$ cat src/rtl/sine_voice_mixer.sv
// Mixes NUM_VOICES phase-accumulator lanes into one sample per tick through a single
// time-shared sine ROM: snapshot, scan voices in order, drain the ROM, register outputs.
module sine_voice_mixer #(
  parameter int NUM_VOICES = 8,
  parameter int PHASE_W    = 32,
  parameter int LUT_ADDR_W = 8,
  parameter int OUT_SHIFT  = 5
) (
  input  logic                      clk_in,
  input  logic                      rst_n_in,
  input  logic                      sample_tick_in,
  input  logic [NUM_VOICES-1:0]     gate_in,
  input  logic [PHASE_W-1:0]        phase_in [NUM_VOICES],
  output logic signed [15:0]        sample_out,
  output logic [7:0]                audio_out,
  output logic [3:0]                active_count_out,
  output logic                      sample_valid_out,
  output logic                      busy_out,
  output logic                      overrun_out
);

  localparam int IDX_W = (NUM_VOICES > 1) ? $clog2(NUM_VOICES) : 1;
  localparam int ACC_W = $clog2(NUM_VOICES * 127 + 1) + 1;

  typedef enum logic [1:0] {IDLE, SCAN, DRAIN, OUTPUT} state_e;

  // First quarter wave (k = 0..64) of round(127*sin(2*pi*k/256)); the rest follows by symmetry.
  localparam logic [6:0] QTR [65] = '{
    7'd0,   7'd3,   7'd6,   7'd9,   7'd12,  7'd16,  7'd19,  7'd22,  7'd25,  7'd28,
    7'd31,  7'd34,  7'd37,  7'd40,  7'd43,  7'd46,  7'd49,  7'd51,  7'd54,  7'd57,
    7'd60,  7'd63,  7'd65,  7'd68,  7'd71,  7'd73,  7'd76,  7'd78,  7'd81,  7'd83,
    7'd85,  7'd88,  7'd90,  7'd92,  7'd94,  7'd96,  7'd98,  7'd100, 7'd102, 7'd104,
    7'd106, 7'd107, 7'd109, 7'd111, 7'd112, 7'd113, 7'd115, 7'd116, 7'd117, 7'd118,
    7'd120, 7'd121, 7'd122, 7'd122, 7'd123, 7'd124, 7'd125, 7'd125, 7'd126, 7'd126,
    7'd126, 7'd127, 7'd127, 7'd127, 7'd127
  };

  function automatic logic signed [7:0] sine_lut(input logic [7:0] a);
    logic [6:0] h, qi;
    logic [7:0] mag;
    h   = a[6:0];
    qi  = (h > 7'd64) ? 7'(8'd128 - {1'b0, h}) : h;
    mag = {1'b0, QTR[qi]};
    return a[7] ? -mag : mag;
  endfunction

  state_e                  state_q, state_d;
  logic [NUM_VOICES-1:0]   gate_snap_q;
  logic [LUT_ADDR_W-1:0]   addr_snap_q [NUM_VOICES];
  logic [IDX_W-1:0]        idx_q;
  logic signed [7:0]       rom_q;
  logic                    rd_vld_q, rd_gate_q;
  logic signed [ACC_W-1:0] acc_q;
  logic [3:0]              cnt_q;
  logic signed [15:0]      sample_q;
  logic [7:0]              audio_q;
  logic [3:0]              count_q;
  logic                    valid_q, overrun_q;

  logic                    tick_ok;
  logic signed [ACC_W-1:0] rom_ext, acc_div;
  logic signed [15:0]      acc_ext, sample_d;
  logic [7:0]              audio_d;

  // A tick is taken in IDLE and also on the OUTPUT edge so ticks can run back to back.
  assign tick_ok  = sample_tick_in && (state_q == IDLE || state_q == OUTPUT);
  assign rom_ext  = {{(ACC_W-8){rom_q[7]}}, rom_q};
  assign acc_ext  = {{(16-ACC_W){acc_q[ACC_W-1]}}, acc_q};
  assign sample_d = acc_ext <<< OUT_SHIFT;
  assign acc_div  = acc_q >>> 3;
  assign audio_d  = 8'(acc_div + ACC_W'(128));

  always_ff @(posedge clk_in or negedge rst_n_in) begin
    if (!rst_n_in) state_q <= IDLE;
    else           state_q <= state_d;
  end

  always_comb begin
    state_d = state_q;
    case (state_q)
      IDLE:    if (sample_tick_in) state_d = SCAN;
      SCAN:    if (idx_q == IDX_W'(NUM_VOICES-1)) state_d = DRAIN;
      DRAIN:   state_d = OUTPUT;
      OUTPUT:  state_d = sample_tick_in ? SCAN : IDLE;
      default: state_d = IDLE;
    endcase
  end

  always_comb begin
    busy_out = (state_q == SCAN) || (state_q == DRAIN);
  end

  always_ff @(posedge clk_in or negedge rst_n_in) begin
    if (!rst_n_in) begin
      gate_snap_q <= '0;
      for (int i = 0; i < NUM_VOICES; i++) addr_snap_q[i] <= '0;
      idx_q     <= '0;
      rom_q     <= '0;
      rd_vld_q  <= 1'b0;
      rd_gate_q <= 1'b0;
      acc_q     <= '0;
      cnt_q     <= '0;
      sample_q  <= '0;
      audio_q   <= 8'd128;
      count_q   <= '0;
      valid_q   <= 1'b0;
      overrun_q <= 1'b0;
    end else begin
      valid_q   <= 1'b0;
      // ROM read issued for voice idx_q; its data and gate are consumed one edge later.
      rd_vld_q  <= (state_q == SCAN);
      rd_gate_q <= gate_snap_q[idx_q];
      rom_q     <= sine_lut(addr_snap_q[idx_q]);
      if (state_q == SCAN) idx_q <= idx_q + IDX_W'(1);
      if (tick_ok) begin
        gate_snap_q <= gate_in;
        for (int i = 0; i < NUM_VOICES; i++)
          addr_snap_q[i] <= phase_in[i][PHASE_W-1 -: LUT_ADDR_W];
        acc_q <= '0;
        cnt_q <= '0;
        idx_q <= '0;
      end else if (rd_vld_q && rd_gate_q) begin
        acc_q <= acc_q + rom_ext;
        cnt_q <= cnt_q + 4'd1;
      end
      if (state_q == OUTPUT) begin
        sample_q <= sample_d;
        audio_q  <= audio_d;
        count_q  <= cnt_q;
        valid_q  <= 1'b1;
      end
      if (sample_tick_in && busy_out) overrun_q <= 1'b1;
    end
  end

  assign sample_out       = sample_q;
  assign audio_out        = audio_q;
  assign active_count_out = count_q;
  assign sample_valid_out = valid_q;
  assign overrun_out      = overrun_q;

endmodule

$ cat config.mk
export PLATFORM = sky130hd
export DESIGN_NAME = sine_voice_mixer
export DESIGN_NICKNAME = d
export VERILOG_FILES = /design/src/rtl/sine_voice_mixer.sv
export SDC_FILE = /design/constraint.sdc
export NUM_CORES = 1
export LEC_CHECK = 0
export ABC_CLOCK_PERIOD_IN_PS = 4100
export CORE_ASPECT_RATIO = 0.6
export CORE_MARGIN = 1
export CORE_UTILIZATION = 39
export DETAILED_ROUTE_END_ITERATION = 7
export HOLD_SLACK_MARGIN = 0.12
export PLACE_DENSITY = 0.81
export REMOVE_ABC_BUFFERS = 1
export SETUP_SLACK_MARGIN = 0.5
export SLEW_MARGIN = 20
export SYNTH_ARGS = -nofsm -noshare
export SYNTH_HDL_FRONTEND = slang
export SYNTH_SLANG_ARGS = --single-unit
$ cat constraint.sdc
create_clock -name clk_in -period 4.1 [get_ports clk_in]
set_clock_uncertainty 0.05 [all_clocks]
set_input_delay 0.41 -clock clk_in [delete_from_list [all_inputs] [get_ports clk_in]]
set_output_delay 0.41 -clock clk_in [all_outputs]
set_load 0.01 [all_outputs]
After elaboration in Yosys (flattened, before gate mapping) --
Memory sizes are Yosys's and may differ from the RTL's. Index checks and enable logic that the tools add are counted.
Cells by class: bitwise gates (word level) 2, magnitude comparators 4, reductions and logical operators 9, $add $sub $neg 6, mux-type cells 20, equal/unequal tests 6
Operator list (count):
- binary-select mux 8 bit (select 3 bit) | 1
- 2-to-1 mux 8 bit | 3
- 2-to-1 mux 11 bit | 2
- 2-to-1 mux 7 bit | 3
- adder 11 x 8 -> 11 bit | 1
- adder 8 bit (second input constant) | 1
- >= comparator 8 bit (second input constant) | 1
- 2-to-1 mux 4 bit | 2
- negation 7 -> 8 bit | 1
- inverter 7 -> 8 bit | 1
- case mux 2 bit (4 select lines) | 1
- > comparator 7 bit (second input constant) | 1
- subtractor 1 x 7 -> 7 bit (first input constant) | 1
- 2-to-1 mux 3 bit | 2
- adder 4 x 1 -> 4 bit (second input constant) | 1
- equality test 2 bit (second input constant) | 2
- >= comparator 4 bit (second input constant) | 1
- < comparator 3 x 4 -> 1 bit (second input constant) | 1
- 2-to-1 mux 2 bit | 2
- != test 2 bit (second input constant) | 2
- inverter 3 -> 4 bit | 1
- nonzero test 2 bit | 2
- adder 3 x 1 -> 3 bit (second input constant) | 1
- binary-select mux 1 bit (select 3 bit) | 1
- 7 further kinds | 12
Storage, ports and cells: register bits 127, logic and storage cells 69, memories 1, output and inout port bits 31, input port bits 267, ROM bits 896
Memory list:
- (no name shown) | depth 128, bits a word 7, read ports 1, clocked after Yosys merged registers in 0, wr ports 0, RTL line 43 | mag = {1'b0, QTR[qi]};

Logic depth before layout (Yosys ltp) --
depth after elaboration 12, gate-level depth with buffers 21, mapped depth without buffers 17

Least setup slack after synthesis --
No wires, ideal clock.
path type flip-flop to flip-flop, from reg idx_q[0], to reg rom_q[6], stages on the path, launching flop included 21, arrival 3.862 ns, path slack 0.057 ns, cell sequence dfrtp_1 buf_6 buf_12 mux4_2 mux2i_4 ha_1 clkbuf_1 nand3_1 o22ai_2 or2_1 buf_6 inv_4 ha_1 a21oi_1 nor3_1 a311oi_1 o22ai_2 ha_1 inv_1 o31ai_2 xor2_1
On the way: word-level cells in the longest chain between the ends 12, elaborated cells on any way between the ends 13, those cells by class add/sub: 2; order compare: 1; mux: 7; bitwise: 2; memory: 1
RTL lines:
- from (decl) | RTL line 50 | logic [IDX_W-1:0] idx_q;
- from (signal assigned) | RTL line 114 | if (state_q == SCAN) idx_q <= idx_q + IDX_W'(1);
- inverter 3 -> 4 bit (implied by the code) (*) | RTL line 113 | rom_q <= sine_lut(addr_snap_q[idx_q]);
- binary-select mux 8 bit (select 3 bit) (*) | RTL line 113
- 2-to-1 mux 8 bit (implied by the code) (*) (2 in a row) | RTL line 113
- subtractor 1 x 7 -> 7 bit / > comparator 7 bit (equally long branches) | RTL line 42 | qi = (h > 7'd64) ? 7'(8'd128 - {1'b0, h}) : h;
- 2-to-1 mux 7 bit | RTL line 42
- inverter 7 -> 8 bit (implied by the code) | RTL line 43
- memory (128 x 7 bit)
- 2-to-1 mux 7 bit (implied by the code) (2 in a row) | RTL line 43
- negation 7 -> 8 bit | RTL line 44 | return a[7] ? -mag : mag;
- 2-to-1 mux 8 bit (*) | RTL line 44
- to (signal assigned) | RTL line 113
- to (decl) | RTL line 51 | logic signed [7:0] rom_q;
Mark *: on every way between the ends. The rest lies on a longest branch, timed or not. The select of a mux whose other input is x is not followed. A chain may end at the register's enable or synchronous reset.

Worst setup path after layout --
from reg idx_q[0], to reg rom_q[4]
The elaborated chain is that of the path after synthesis.

==> flow_summary.toml <==
[critical_path]
cp_top_family = "compound AO/OA/AOI/OAI gates"
path_buf_inv = 4
path_max_fanout = 10
start_kind = "flop"
cp-end-kind = "flop"
crit_chain = "buf_12 > mux4_2 > mux2i_4 > buf_4 > inv_2 > nor2_1 > a21oi_1 > o22ai_1 > a311oi_2 > a221o_1 > ha_4 > buf_6 > a31oi_4 > xnor2_2"
cpMaxStageDelayCell = "mux4_2"
critPathMaxStageDelay_ns = 0.52
cp.required_ns = 4.38
critPathKind = "flop to flop"
cp_data_arrival_time_ns = 4.11

[clock_network]
clockBufferDepth = 2
cts_buffers = 17
clock_sinks = 120
clk_latency_ns = 0.41
cts_tree = "done"
clk_pin_slew_ns = 0.06
htreeDepth = 4
ctsRootBufferMaster = "clkbuf_16"

[die]
die-area_mm2 = 0.01813
io_pins = 298
die_h_um = 104.7
fp.dieW_um = 173.1
core_mm2 = 0.01718
start_util_pct = 39.91
rows = 37

[layout]
drive_above_1_share_pct = 23.66
layout_common_cells = "nand2_1, dfrtp_1, clkdlybuf4s50_1, buf_4, nor2_1"
final_area_mm2 = 0.009363
finalNonFillerCells = 1109
layout_commonest_cell = "nand2_1"
syn_to_final_growth_pct = 36.60
fin_nets = 1157
n_antenna_cell = 0

[placed_design]
pre_cts_slack_ns = 0.1283
dp.cells = 1054
place_area_mm2 = 0.008252
globalplace.congestion = 0.9286
portBuffers = 100
dp_hpwl_um = 12070

[detailed_routing]
detail_route.wl_per_cell_um = 16.14
drtAntennaViolNets = 0
highest_layer = "met4"
wl_um = 17900
vias = 5753
drc = 0
wl_met3_um = 1107
wirelength_met1_um = 8392
firstDrtPassIters = 5
via_per_inst = 5.188
wl_met2_um = 8065
drtIter0Drc = 396

[yosys]
synth-async-reset-ratio_pct = 100.0
synth_flop_cell = "dfrtp_1"
yosys-top-cells-area = "dfrtp_1, nand2_1, ha_1"
synth_area_per_cell_um2 = 9.520
synth_seq_cells = 120
yosysTopAreaCell = "dfrtp_1"
syn_area_mm2 = 0.006854
ys_seq_area_share_pct = 43.83
synth_cell_type_count = 81
yosys.area.top_type_share_pct = 43.45
synth_cells = 720
yosys_warnings = 0
synth_edf_count = 0

[sta]
tightest_slew_ns = 0.9986
setup_tns_ns = 0
setup_viol = 0
finalHoldViolCount = 0
slew_violations = 0
fin_ws_ns = 0.2664
fmax_ghz = 0.2608
finalCriticalPeriod_ns = 3.834
rsz0062_at_grt = "yes"
finalCritPeriodShare_pct = 93.50
max_slew_margin_pct = 31.52

[global_routing]
grt_pass1_vias = 5717
grt_remaining_overflow = 0
grt_pass1_wl_um = 29330
antenna_found_initial = 0
grtUsageTotal_pct = 20.43
grt_max_degree = 74

[flow_run]
max-cap-violations = 0

[worst_hold_path]
min_path_type = "flop to flop"

[status]
status = "complete, no violations"
## final timing paths
check                                                  from                          end  slack, ns  depth (start not counted)
worst max-delay path                   idx_q[0]$_DFFE_PN0P_           rom_q[4]$_DFF_PN0_       0.27                         14
worst min-delay path            addr_snap_q[35]$_DFFE_PN0P_  addr_snap_q[35]$_DFFE_PN0P_       0.42                          2
worst max register to register         idx_q[0]$_DFFE_PN0P_           rom_q[4]$_DFF_PN0_       0.27                         14
worst min register to register  addr_snap_q[35]$_DFFE_PN0P_  addr_snap_q[35]$_DFFE_PN0P_       0.42                          2
max in group asynchronous                          rst_n_in  addr_snap_q[34]$_DFFE_PN0P_       2.50                          3
min in group asynchronous                          rst_n_in    sample_out[6]$_DFFE_PN0P_       0.61                          2
## flip-flops by register name, indices dropped and copies added, names as in the netlist
name              cells
acc_q                11
active_count_out      4
addr_snap_q          64
audio_out             8
cnt_q                 4
gate_snap_q           8
idx_q                 3
overrun_out           1
rd_gate_q             1
rd_vld_q              1
rom_q                 8
sample_out            4
sample_valid_out      1
state_q               2
## routing by layer
metal  GRT usage, %  vias up
met3          4.440       27
met1          29.05     2789
met4          7.206        0
met2          30.65      201
li1               -     2736
met5              0        -
## per-stage QoR
stage               util [%]  hold slack [ns]
detailed placement     48.04           0.4047
floorplan                  -          0.06441
CTS                    53.69           0.4188
global placement       48.04           0.4024
finish                 54.51           0.4193
global route           54.51           0.4384
## cell type report
class                      instances  area, um^2
fill                            1456        7812
multi-input combinational        531        3765
sequential                       120        3004
timing repair buffer             166        1600
clock buffer                      21       450.4
tap                              234       292.8
clock inverter                    11       147.6
inverter                          26       102.6
## repair_timing
action / CTS / global route
pin swaps: 21 / 18
endpoints found under the setup margin: 7 / 8
setup buffers: 18 / 4
resized for setup: 53 / 26
hold endpoints to repair: 19 / 0
hold buffers: 1 / 0
## worst reg2reg max path, stage by stage, from the launching register on
cell	delay (ns)
dfrtp_1	0.39
buf_12	0.14
mux4_2	0.53
mux2i_4	0.18
buf_4	0.27
inv_2	0.17
nor2_1	0.25
a21oi_1	0.19
o22ai_1	0.50
a311oi_2	0.09
a221o_1	0.40
ha_4	0.20
buf_6	0.12
a31oi_4	0.15
xnor2_2	0.14
## synthesized netlist by cell type (3+ instances only)
| master | count |
|---|---|
| nor2_1 | 25 |
| a21o_1 | 3 |
| o2111ai_1 | 3 |
| ha_1 | 27 |
| a31oi_1 | 6 |
| buf_4 | 13 |
| buf_6 | 4 |
| nand3_1 | 13 |
| nor3_1 | 12 |
| buf_2 | 6 |
| o22ai_1 | 4 |
| o21ai_0 | 26 |
| and3_1 | 3 |
| clkbuf_1 | 21 |
| nand4_1 | 5 |
| nand2_1 | 242 |
| nor2b_1 | 3 |
| mux4_2 | 15 |
| inv_1 | 23 |
| or2_1 | 3 |
| mux2i_4 | 4 |
| a21oi_1 | 23 |
| xor2_1 | 5 |
| o31ai_1 | 3 |
| dfrtp_1 | 119 |
| xnor2_1 | 11 |
| mux4_1 | 3 |
| nor4_1 | 5 |
| mux2_2 | 19 |
| mux2i_1 | 4 |
## logic make-up after synthesis
logic type	share of synthesized area [%]
compound gates	10.88
other cells	0.05471
simple gates	20.48
xor+xnor	2.282
fa+ha+maj	5.221
mux	11.72
buf+inv	5.531
flops	43.83
Power is left out: the tool's default activity adds up to more than one toggle a clock period on the data nets, which glitch-free logic cannot reach.
